[src/rtl/char_pkg.sv]
// Shared ASCII constants and conversion result type for the character FIFO.
package char_pkg;

  localparam logic [7:0] ASCII_LC_A  = 8'h61;
  localparam logic [7:0] ASCII_LC_Z  = 8'h7A;
  localparam logic [7:0] CASE_OFFSET = 8'h20;

  typedef struct packed {
    logic [7:0] data;
    logic       lower;
  } conv_res_t;

  function automatic logic is_lower(input logic [7:0] b);
    return (b >= ASCII_LC_A) && (b <= ASCII_LC_Z);
  endfunction

endpackage

[src/rtl/char_case_conv.sv]
// Combinational lowercase-to-uppercase converter; non-letters (including >= 0x80) pass unchanged.
module char_case_conv
  import char_pkg::*;
(
  input  logic [7:0] in_byte,
  output conv_res_t  res
);

  always_comb begin
    res.lower = is_lower(in_byte);
    res.data  = res.lower ? (in_byte - CASE_OFFSET) : in_byte;
  end

endmodule

[src/rtl/char_stream_fifo.sv]
// Byte FIFO with registered output storage, full pass-through and sticky overflow.
// Optional write-path case conversion and letter counter enabled by CASE_CONV_EN.
module char_stream_fifo
  import char_pkg::*;
#(
  parameter int DEPTH = 8,
  parameter int CW    = 16
) (
  input  logic                       clk,
  input  logic                       rst,
  input  logic [7:0]                 in_data,
  input  logic                       in_valid,
  output logic                       in_ready,
  output logic [7:0]                 out_data,
  output logic                       out_valid,
  input  logic                       out_ready,
  output logic [$clog2(DEPTH):0]     level,
  output logic [CW-1:0]              conv_cnt,
  output logic                       overflow
);

  localparam int AW = $clog2(DEPTH);
  localparam int LW = AW + 1;

  logic [AW-1:0] wptr_q, wptr_d, rptr_q, rptr_d;
  logic [LW-1:0] level_q, level_d;
  logic          ovf_q, ovf_d;
  logic [7:0]    mem_q [DEPTH];
  logic [7:0]    wr_byte;
  logic          push, pop;

  // A full FIFO still accepts when the head leaves in the same cycle.
  assign out_valid = (level_q != '0);
  assign in_ready  = (level_q < LW'(DEPTH)) || out_ready;
  assign push      = in_valid && in_ready;
  assign pop       = out_valid && out_ready;
  assign out_data  = mem_q[rptr_q];
  assign level     = level_q;
  assign overflow  = ovf_q;

`ifdef CASE_CONV_EN
  conv_res_t     conv_res;
  logic [CW-1:0] conv_q, conv_d;

  char_case_conv u_conv (
    .in_byte (in_data),
    .res     (conv_res)
  );

  assign wr_byte = conv_res.data;

  always_comb begin
    conv_d = conv_q;
    if (push && conv_res.lower && !(&conv_q)) conv_d = conv_q + CW'(1);
  end

  always_ff @(posedge clk) begin
    if (rst) conv_q <= '0;
    else     conv_q <= conv_d;
  end

  assign conv_cnt = conv_q;
`else
  assign wr_byte  = in_data;
  assign conv_cnt = '0;
`endif

  always_comb begin
    wptr_d  = wptr_q;
    rptr_d  = rptr_q;
    level_d = level_q;
    ovf_d   = ovf_q | (in_valid & ~in_ready);
    if (push) wptr_d = wptr_q + AW'(1);
    if (pop)  rptr_d = rptr_q + AW'(1);
    case ({push, pop})
      2'b10:   level_d = level_q + LW'(1);
      2'b01:   level_d = level_q - LW'(1);
      default: level_d = level_q;
    endcase
  end

  always_ff @(posedge clk) begin
    if (rst) begin
      wptr_q  <= '0;
      rptr_q  <= '0;
      level_q <= '0;
      ovf_q   <= 1'b0;
    end else begin
      wptr_q  <= wptr_d;
      rptr_q  <= rptr_d;
      level_q <= level_d;
      ovf_q   <= ovf_d;
    end
  end

  // Storage is not reset; at full pass-through the written slot is the one being vacated.
  always_ff @(posedge clk) begin
    if (!rst && push) mem_q[wptr_q] <= wr_byte;
  end

endmodule
[config.mk]
export PLATFORM = sky130hd
export DESIGN_NAME = char_stream_fifo
export DESIGN_NICKNAME = d
export VERILOG_FILES = /design/src/rtl/char_pkg.sv /design/src/rtl/char_case_conv.sv /design/src/rtl/char_stream_fifo.sv
export SDC_FILE = /design/constraint.sdc
export NUM_CORES = 1
export LEC_CHECK = 0
export CAP_MARGIN = 25
export CORE_UTILIZATION = 49
export DETAILED_ROUTE_END_ITERATION = 7
export PLACE_DENSITY = 0.84
export SETUP_SLACK_MARGIN = 0.4
export SLEW_MARGIN = 20
export SYNTH_ARGS = -nofsm -noshare
export SYNTH_HDL_FRONTEND = slang
export SYNTH_HIERARCHICAL = 1
export SYNTH_SLANG_ARGS = --single-unit
[constraint.sdc]
create_clock -name clk -period 2.5 [get_ports clk]
set_clock_uncertainty 0.2 [all_clocks]
set_input_delay 0.5 -clock clk [delete_from_list [all_inputs] [get_ports clk]]
set_output_delay 0.5 -clock clk [all_outputs]
set_load 0.02 [all_outputs]
**Yosys cells after proc, flatten, opt, wreduce, memory -nomap -nowiden**

Memories as Yosys holds them, arrays and structs flattened. A register that Yosys moved wholly into a read port is not among the register bits.
Cells that the tools add are included.
W data, S select, Z words.

- Register bits after elaboration: 11
- Latch bits: 0
- RAM bits: 64
- ROM bits: 0
- Output and inout bits: 31
- Word-level logic and storage cells: 27
- Memories kept: 1

Memories:

| memory | depth | bits a word | read ports | clocked after memory_dff | wr ports | RTL line | text |
|---|---|---|---|---|---|---|---|
| mem_q | 8 | 8 | 1 | 1 | 1 | char_stream_fifo.sv:28 | `logic [7:0] mem_q [DEPTH];` |

- Add/sub/neg operators: 4
- $mul: 0
- Div/mod/pow operators: 0
- $lt $le $gt $ge: 1
- Equality and inequality tests: 2
- Shift operators: 0
- Mux-type cells: 5
- Bitwise gates (word level): 3
- Reductions and logical operators: 7

Operators by type and width:

| cell | number |
|---|---|
| $pmux W4 S2 | 1 |
| $add A3 B1 Y3 const B | 2 |
| $mux W3 | 2 |
| $add A4 B1 Y4 const B | 1 |
| $lt A4 B4 Y1 const B | 1 |
| $reduce_bool A4 Y1 | 1 |
| $sub A4 B1 Y4 const B | 1 |
| $logic_and A1 B1 Y1 | 3 |
| $eq A2 B1 Y1 const B | 1 |
| $eq A2 B2 Y1 const B | 1 |
| $mux W1 | 2 |
| $reduce_bool A2 Y1 | 1 |
| $and A1 B1 Y1 | 1 |
| $logic_not A1 Y1 | 1 |
| $logic_or A1 B1 Y1 | 1 |
| $not A1 Y1 | 1 |
| $or A1 B1 Y1 | 1 |

**Longest topological paths before layout**

Gate-level depths: netlist of the first run.

- Depth in word-level cells: 6
- Mapped depth: 10

**Least setup slack after synthesis of the first run**

Ideal clock, no wire load.

- Path kind: register -> register
- Start point: register level_q[2], in the netlist level[2]
- End point: register level_q[3], in the netlist level[3]
- Setup time: 121 ps
- Data arrival time: 2379 ps
- Slack: -200 ps
- Cell stages (with the launch flop): 8
- Path buffers: 0
- Cell sequence: dfxtp_1 > or4_4 > nand2_1 > inv_1 > ha_1 > or3_1 > o32ai_1 > mux2_2

RTL lines:

| item | RTL line | text |
|---|---|---|
| start: declaration | char_stream_fifo.sv:26 | `logic [LW-1:0] level_q, level_d;` |
| start signal: assignment | char_stream_fifo.sv:91 | `level_q <= level_d;` |
| $reduce_bool A4 Y1 (*) | char_stream_fifo.sv:33 | `assign out_valid = (level_q != '0);` |
| net out_valid | char_stream_fifo.sv:15 | `output logic out_valid,` |
| $logic_and A1 B1 Y1 (*) | char_stream_fifo.sv:36 | `assign pop = out_valid && out_ready;` |
| net pop | char_stream_fifo.sv:30 | `logic push, pop;` |
| $eq A2 B1 Y1 / $eq A2 B2 Y1 (equally long branches) | char_stream_fifo.sv:75 | `case ({push, pop})` |
| $pmux W4 S2 / $reduce_bool A2 Y1 (equally long branches) | n/a |  |

The timed path passes the listed nets; every way through them passes the cells marked *.
A chain may end at the register's enable or synchronous reset.

==> results.tsv, run 1 <==
stage	metric	value	unit
run_status	status	finished with violations	
run_status	violations	DRC, setup timing	
floorplanning	num_io_pins	43	
layout	drive_above_1_share	39.0	%
floorplanning	fp.coreArea	6420	um^2
clocking	cts_buffers	9	
clocking	cts_htree_levels	3	
synthesis	yosysTopAreaCell	edfxtp_1	
layout	n_antenna_cell	0	
worst_setup_path	r2r-start	level[1]	
power_and_ir_drop	total_power	3.96	mW
timing	max_freq	388	MHz
grt	antenna_found_initial	0	
floorplanning	die_area	7030	um^2
timing	finalCriticalPeriod	2.58	ns
worst_setup_path	r2r-end	level[2]	
worst_setup_path	critPathArrivalTime	1.88	ns
clocking	clockBufferDepth	2	
layout	area_growth_syn_to_layout	28.5	%
synthesis	ys_top_cells_by_area	edfxtp_1, mux4_1, dfxtp_1, buf_4, mux2_2	
synthesis	yosysSeqAreaShare	67.1	%
clocking	insertion_delay	0.34	ns
worst_setup_path	rrSetupSlack	0.10	ns
worst_hold_path	min_to	rptr_q[1]	
detailed_routing	first_iter_violations	143	
power_and_ir_drop	power_density	939	nW/um^2
worst_setup_path	crit_required	1.80	ns
worst_setup_path	setup.worst_path.end_class	output pin	
synthesis	syn_inst	190	
grt	grt_pass1_vias	1842	
synthesis	ys_types	31	
floorplanning	rows	29	
detailed_routing	wirelength	6160	um
power_and_ir_drop	leakagePower	1.53	nW
clocking	clk_pin_slew	0.07	ns
grt	grt_overflow	0	
timing	setup_ws	-0.0789	ns
grt	grt_pass1_wl	9740	um
worst_hold_path	hp-start	rptr_q[1]	
timing	rsz0062_at_grt	true	
synthesis	synth.cell_area	3280	um^2
detailed_routing	first_pass_iters	6	
worst_setup_path	cp-start-kind	register	
grt	grt_max_degree	17	
worst_hold_path	hp-class	register to register	
grt	grtUsageTotal	19.3	%
floorplanning	die_h	83.8	um
synthesis	ys_warn_count	6	
timing	worst_hold_slack	0.284	ns
power_and_ir_drop	irDropWorstVdd	692	uV
synthesis	ys_ff_latch	78	
worst_setup_path	critical_path_class	register to output pin	
timing	hold_viol	0	
detailed_routing	wire_per_inst	18.6	um
synthesis	synth.avg_cell_area	17.3	um^2
timing	setup_viol	6	
worst_setup_path	path_max_fanout	8	
clocking	cts_tree	yes	
worst_hold_path	holdPathStages	2	
worst_setup_path	r2r_cells	10	
synthesis	synth_top_area_share	58.6	%
layout	final_nets	266	
place	place.gp.congestion	0.801	
detailed_routing	drc	12	
place	dp_hpwl	3810	um
timing	post-route-period-util	103	%
place	place.port_buffers	26	
detailed_routing	ant_nets	0	
detailed_routing	routed_via_density	5.44	
timing	finalMaxSlewViolations	0	
layout	fin_util	65.6	%
detailed_routing	vias	1799	
clocking	cts.sinks	78	
flow_run	maxCapViolCount	0	
floorplanning	die_w	83.8	um
floorplanning	initial_core_util	51.1	%
clocking	clockRootBuffer	clkbuf_8	
kinds of logic (layout without fill, tap and decap cells):
| logic type | after synthesis | count (layout) | share of synthesized area, % |
|---|---|---|---|
| flip-flops | 78 | 78 | 67.1 |
| other | 1 | 16 | 0.114 |
| XOR/XNOR | 7 | 7 | 1.87 |
| AND/OR/NAND/NOR | 39 | 39 | 5.87 |
| multiplexers | 26 | 26 | 16.1 |
| buffers and inverters | 25 | 74 | 5.45 |
| adder cells (fa/ha/maj) | 5 | 5 | 1.91 |
| AO/OA/AOI/OAI | 9 | 9 | 1.56 |
worst max-delay path: stages, from the launching register on:
cell and delay (ns):
dfxtp_4 0.37, buf_12 0.10, buf_16 0.13, mux4_2 0.51, mux2_4 0.29, buf_6 0.13
registers in the layout, indices dropped and copies added (netlist names), named ones only:
register	flops
mem_q	64
overflow	1
wptr_q	3
level	4
rptr_q	3
worst max-delay path by stage:
stage	start	end	slack, ns	cells past startpoint
after floorplan	level[3]	level[2]	0.06	10
after global placement	out_ready	level[2]	-0.14	10
after detailed placement	out_ready	level[2]	-0.17	10
after CTS	register	out_data[6]	-0.09	5
after global routing	register	out_data[6]	-0.13	5
final	register	out_data[6]	-0.08	5
cell usage after synthesis:
cell type  count
edfxtp_1      64
buf_4         16
mux4_1        15
dfxtp_1       14
nor2_1        14
mux2_2         9
xor2_1         7
nand2_1        6
a21oi_1        5
ha_1           5
nand3_1        5
nor2b_1        4
clkbuf_1       3
nor3_1         3
a31oi_1        2
inv_1          2
or3_1          2
buf_1          1
buf_12         1
buf_2          1
buf_6          1
conb_1         1
mux2i_1        1
mux4_2         1
nand2b_1       1
nand3b_1       1
nor4_1         1
nor4b_1        1
o21ai_0        1
o32ai_1        1
or4_4          1
layer usage:
metal  wire [um]  track usage, %
met1        2680            24.6
met4          92            6.74
met2        3170            31.7
met3         219            5.64
met5           0               0
area by class of cell:
class,instances,area [um^2]
well taps,77,96.3
inverters,2,10.0
repair buffers,56,554
fillers,413,2210
multi-input cells,102,1100
clock inverters,6,110
clock buffers,10,128
flip-flops and latches,78,2210
power by group:
group | switching [mW] | total (mW) | leakage, nW | internal [mW]
combinational | 0.596 | 1.32 | 0.720 | 0.722
sequential | 0.0593 | 1.55 | 0.695 | 1.49
clock | 0.429 | 1.09 | 0.114 | 0.662
placed cells by master, fill, tap and decap left out, drive strengths merged:
master / n
bufinv: 3
dlygate4sd2: 4
o32ai: 1
nor4b: 1
nor4: 1
nor3: 3
buf: 40
or3: 2
mux2: 9
clkinvlp: 1
nand2: 6
a21oi: 5
nand2b: 1
nor2: 14
conb: 16
a31oi: 2
nor2b: 4
ha: 5
clkdlybuf4s50: 11
o21ai: 1
nand3: 5
xor2: 7
clkbuf: 10
clkinv: 2
inv: 2
mux2i: 1
dfxtp: 14
mux4: 16
nand3b: 1
dlymetal6s2s: 1
or4: 1
edfxtp: 64
stage by stage:
step,setup WS (ns),instances,cell area [um^2],setup TNS (ns)
floorplan,0.0552,205,3430,0
global placement,-0.136,310,3830,-0.916
detailed placement,-0.169,310,3830,-1.17
CTS,-0.0949,330,4120,-0.456
global route,-0.130,331,4210,-0.735
finish,-0.0789,331,4210,-0.360
what timing repair did:
action,CTS,global route
setup endpoints to repair,24,51
pin swaps,2,2
buffers inserted,3,1
hold buffers,0,0
gates resized for setup,79,15
endpoints found under the hold margin,0,0
gates cloned,1,0
Power figures use the tool's default switching activity.
==> run 2: changes to the inputs <==
Settings changed: CAP_MARGIN 25 to not set.
==> results of run 2 <==
Same layout as run 1: the final DEF is identical, and so are final timing and power.
==> run 3: changes to the inputs <==
Settings changed: CORE_ASPECT_RATIO set to 1.1.
==> results.tsv, run 3 (same netlist as run 1, synthesis figures left out) <==
stage	metric	value	unit	change
run_status	status	finished with violations		
run_status	violations	setup timing		
grt	grt_overflow	0		unchanged
timing	hold_viol	0		unchanged
clocking	clk_pin_slew	0.07	ns	about the same
place	placed_area	3810	um^2	-0.49%
layout	n_antenna_cell	0		unchanged
clocking	cts_buffers	9		unchanged
grt	grt_pass1_vias	1724		-6.4%
worst_setup_path	path_cells	buf_12 -> mux4_2 -> mux2_4 -> buf_6		
timing	max_freq	399	MHz	+2.9%
grt	grt_max_degree	17		unchanged
worst_hold_path	hp-class	register to register		
flow_run	maxCapViolCount	0		unchanged
worst_setup_path	r2r_cells	10		unchanged
power_and_ir_drop	total_power	3.72	mW	-6.0%
detailed_routing	wirelength	6010	um	-2.4%
place	place.port_buffers	26		unchanged
worst_setup_path	path_max_fanout	8		unchanged
timing	setup_ws	-0.00675	ns	+0.0721 ns
floorplanning	die_area	7030	um^2	about the same
layout	final_cell_mix	edfxtp_1, buf_4, mux4_2, conb_1, nor2_1		
place	place.gp.congestion	0.778		-2.9%
floorplanning	num_io_pins	43		unchanged
worst_setup_path	cp-start-kind	register		
clocking	cts_tree	yes		
worst_setup_path	crit_required	1.80	ns	about the same
worst_setup_path	setup.worst_path.end_class	output pin		
detailed_routing	first_pass_iters	4		-2
clocking	insertion_delay	0.34	ns	about the same
layout	fillerInstances	411		-0.48%
grt	antenna_found_initial	0		unchanged
layout	largest_reg_flops	64		unchanged
power_and_ir_drop	irDropWorstVdd	645	uV	-6.8%
layout	max_flop_register	mem_q		
layout	multi_input_comb_area	1080	um^2	-1.6%
clocking	cts_hold_buffers	0		unchanged
detailed_routing	ant_nets	0		unchanged
timing	rsz0062_at_grt	true		
detailed_routing	vias	1763		-2.0%
power_and_ir_drop	leakagePower	1.50	nW	-2.2%
timing	finalMaxSlewViolations	0		unchanged
floorplanning	fp.coreArea	6310	um^2	-1.8%
place	dp.cells	310		unchanged
detailed_routing	routed_via_density	5.31		-2.3%
floorplanning	initial_core_util	52.0	%	+0.94 points
grt	grtUsageTotal	18.5	%	-0.75 points
clocking	cts_htree_levels	3		unchanged
layout	final_common_cell	edfxtp_1		
layout	area_growth_syn_to_layout	26.1	%	
power_and_ir_drop	power_density	900	nW/um^2	-4.2%
detailed_routing	first_iter_violations	99		-31%
place	dp_hpwl	3680	um	-3.6%
detailed_routing	wire_per_inst	18.1	um	-2.7%
clocking	cts.sinks	78		unchanged
floorplanning	die_w	80.0	um	-4.5%
timing	finalCriticalPeriod	2.51	ns	-0.0721 ns
timing	post-route-period-util	100	%	-2.9 points
worst_setup_path	crit_slowest_cell	mux4_2		
layout	drive_above_1_share	39.7	%	+0.71 points
clocking	clockBufferDepth	2		unchanged
floorplanning	die_h	87.8	um	+4.8%
layout	finalNonFillerCells	332		+0.30%
floorplanning	rows	30		+3.4%
timing	setup_viol	1		-5
layout	final_nets	265		-0.38%
clocking	clockRootBuffer	clkbuf_8		
worst_setup_path	critical_path_class	register to output pin		
detailed_routing	drc	0		-12
layout	seqCellArea	2220	um^2	+0.11%
layout	fin_area	4140	um^2	-1.8%
worst_setup_path	slowest_delay	0.50	ns	about the same
worst_setup_path	critPathArrivalTime	1.81	ns	-0.07 ns
timing	finalSetupTns	-0.00675	ns	+0.353 ns
worst_hold_path	holdPathStages	2		unchanged
grt	grt_pass1_wl	9060	um	-7.0%
-- run 3: changes by cell type in the layout (fill, tap and decap cells not counted), moves of 2 or more --
cell       previous run  this run
mux4_2               12        16
bufinv_16             3         1
mux4_1                4         0
clkinv_1              1         3
buf_6                11        13
-- run 3: per-stage QoR --
| stage | utilization [%] | hold slack, ns | worst slack, ns |
|---|---|---|---|
| 2_1_floorplan | - | 0.254 | 0.0552 |
| 3_3_place_gp | 60.5 | 0.266 | -0.126 |
| 3_5_place_dp | 60.5 | 0.270 | -0.141 |
| 4_1_cts | 64.5 | 0.287 | -0.0243 |
| 5_1_grt | 65.6 | 0.314 | -0.0611 |
| 6_report | 65.6 | 0.294 | -0.00675 |
-- run 3: final timing paths --
kind	start	end	slack (ns)
hold reg to reg	rptr_q[1]	register	0.29
hold / removal	rptr_q[1]	register	0.29
setup reg to reg	level[3]	level[2]	0.03
setup / recovery	register	out_data[7]	-0.007
-- run 3: metal layers --
layer / part of all wire [%] / global-route usage (%) / wire length [um]
met5: 0 / 0 / 0
met1: 41 / 23.8 / 2470
met2: 51 / 29.8 / 3080
met3: 6.2 / 4.90 / 372
met4: 1.5 / 8.44 / 88
-- run 3: layout make-up --
| class | instances | area share [%] |
|---|---|---|
| Sequential cell | 78 | 53.6 |
| Multi-Input combinational cell | 102 | 26.2 |
| Timing Repair Buffer | 55 | 13.2 |
| Clock buffer | 9 | 2.99 |
| Tap cell | 80 | 2.42 |
| Clock inverter | 6 | 1.30 |
| Inverter | 2 | 0.242 |
-- run 3: timing repair --
item | CTS | global route
setup buffers | 3 | 3
pin swaps | 3 | 4
gates resized for setup | 92 | 10
gates cloned | 1 | 0
setup endpoints to repair | 15 | 22
-- run 3: power breakdown --
part	internal (mW)	total [mW]	switching [mW]
registers	1.49	1.57	0.0747
clock network	0.443	0.852	0.409
logic	0.721	1.30	0.580
total	2.66	3.72	1.06
-- run 3: critical path, delay by kind of cell, from the launching register on --
kind,cells,cell delay (ns)
DFF,1,0.39
muxes,2,0.79
buffers and inverters,2,0.28
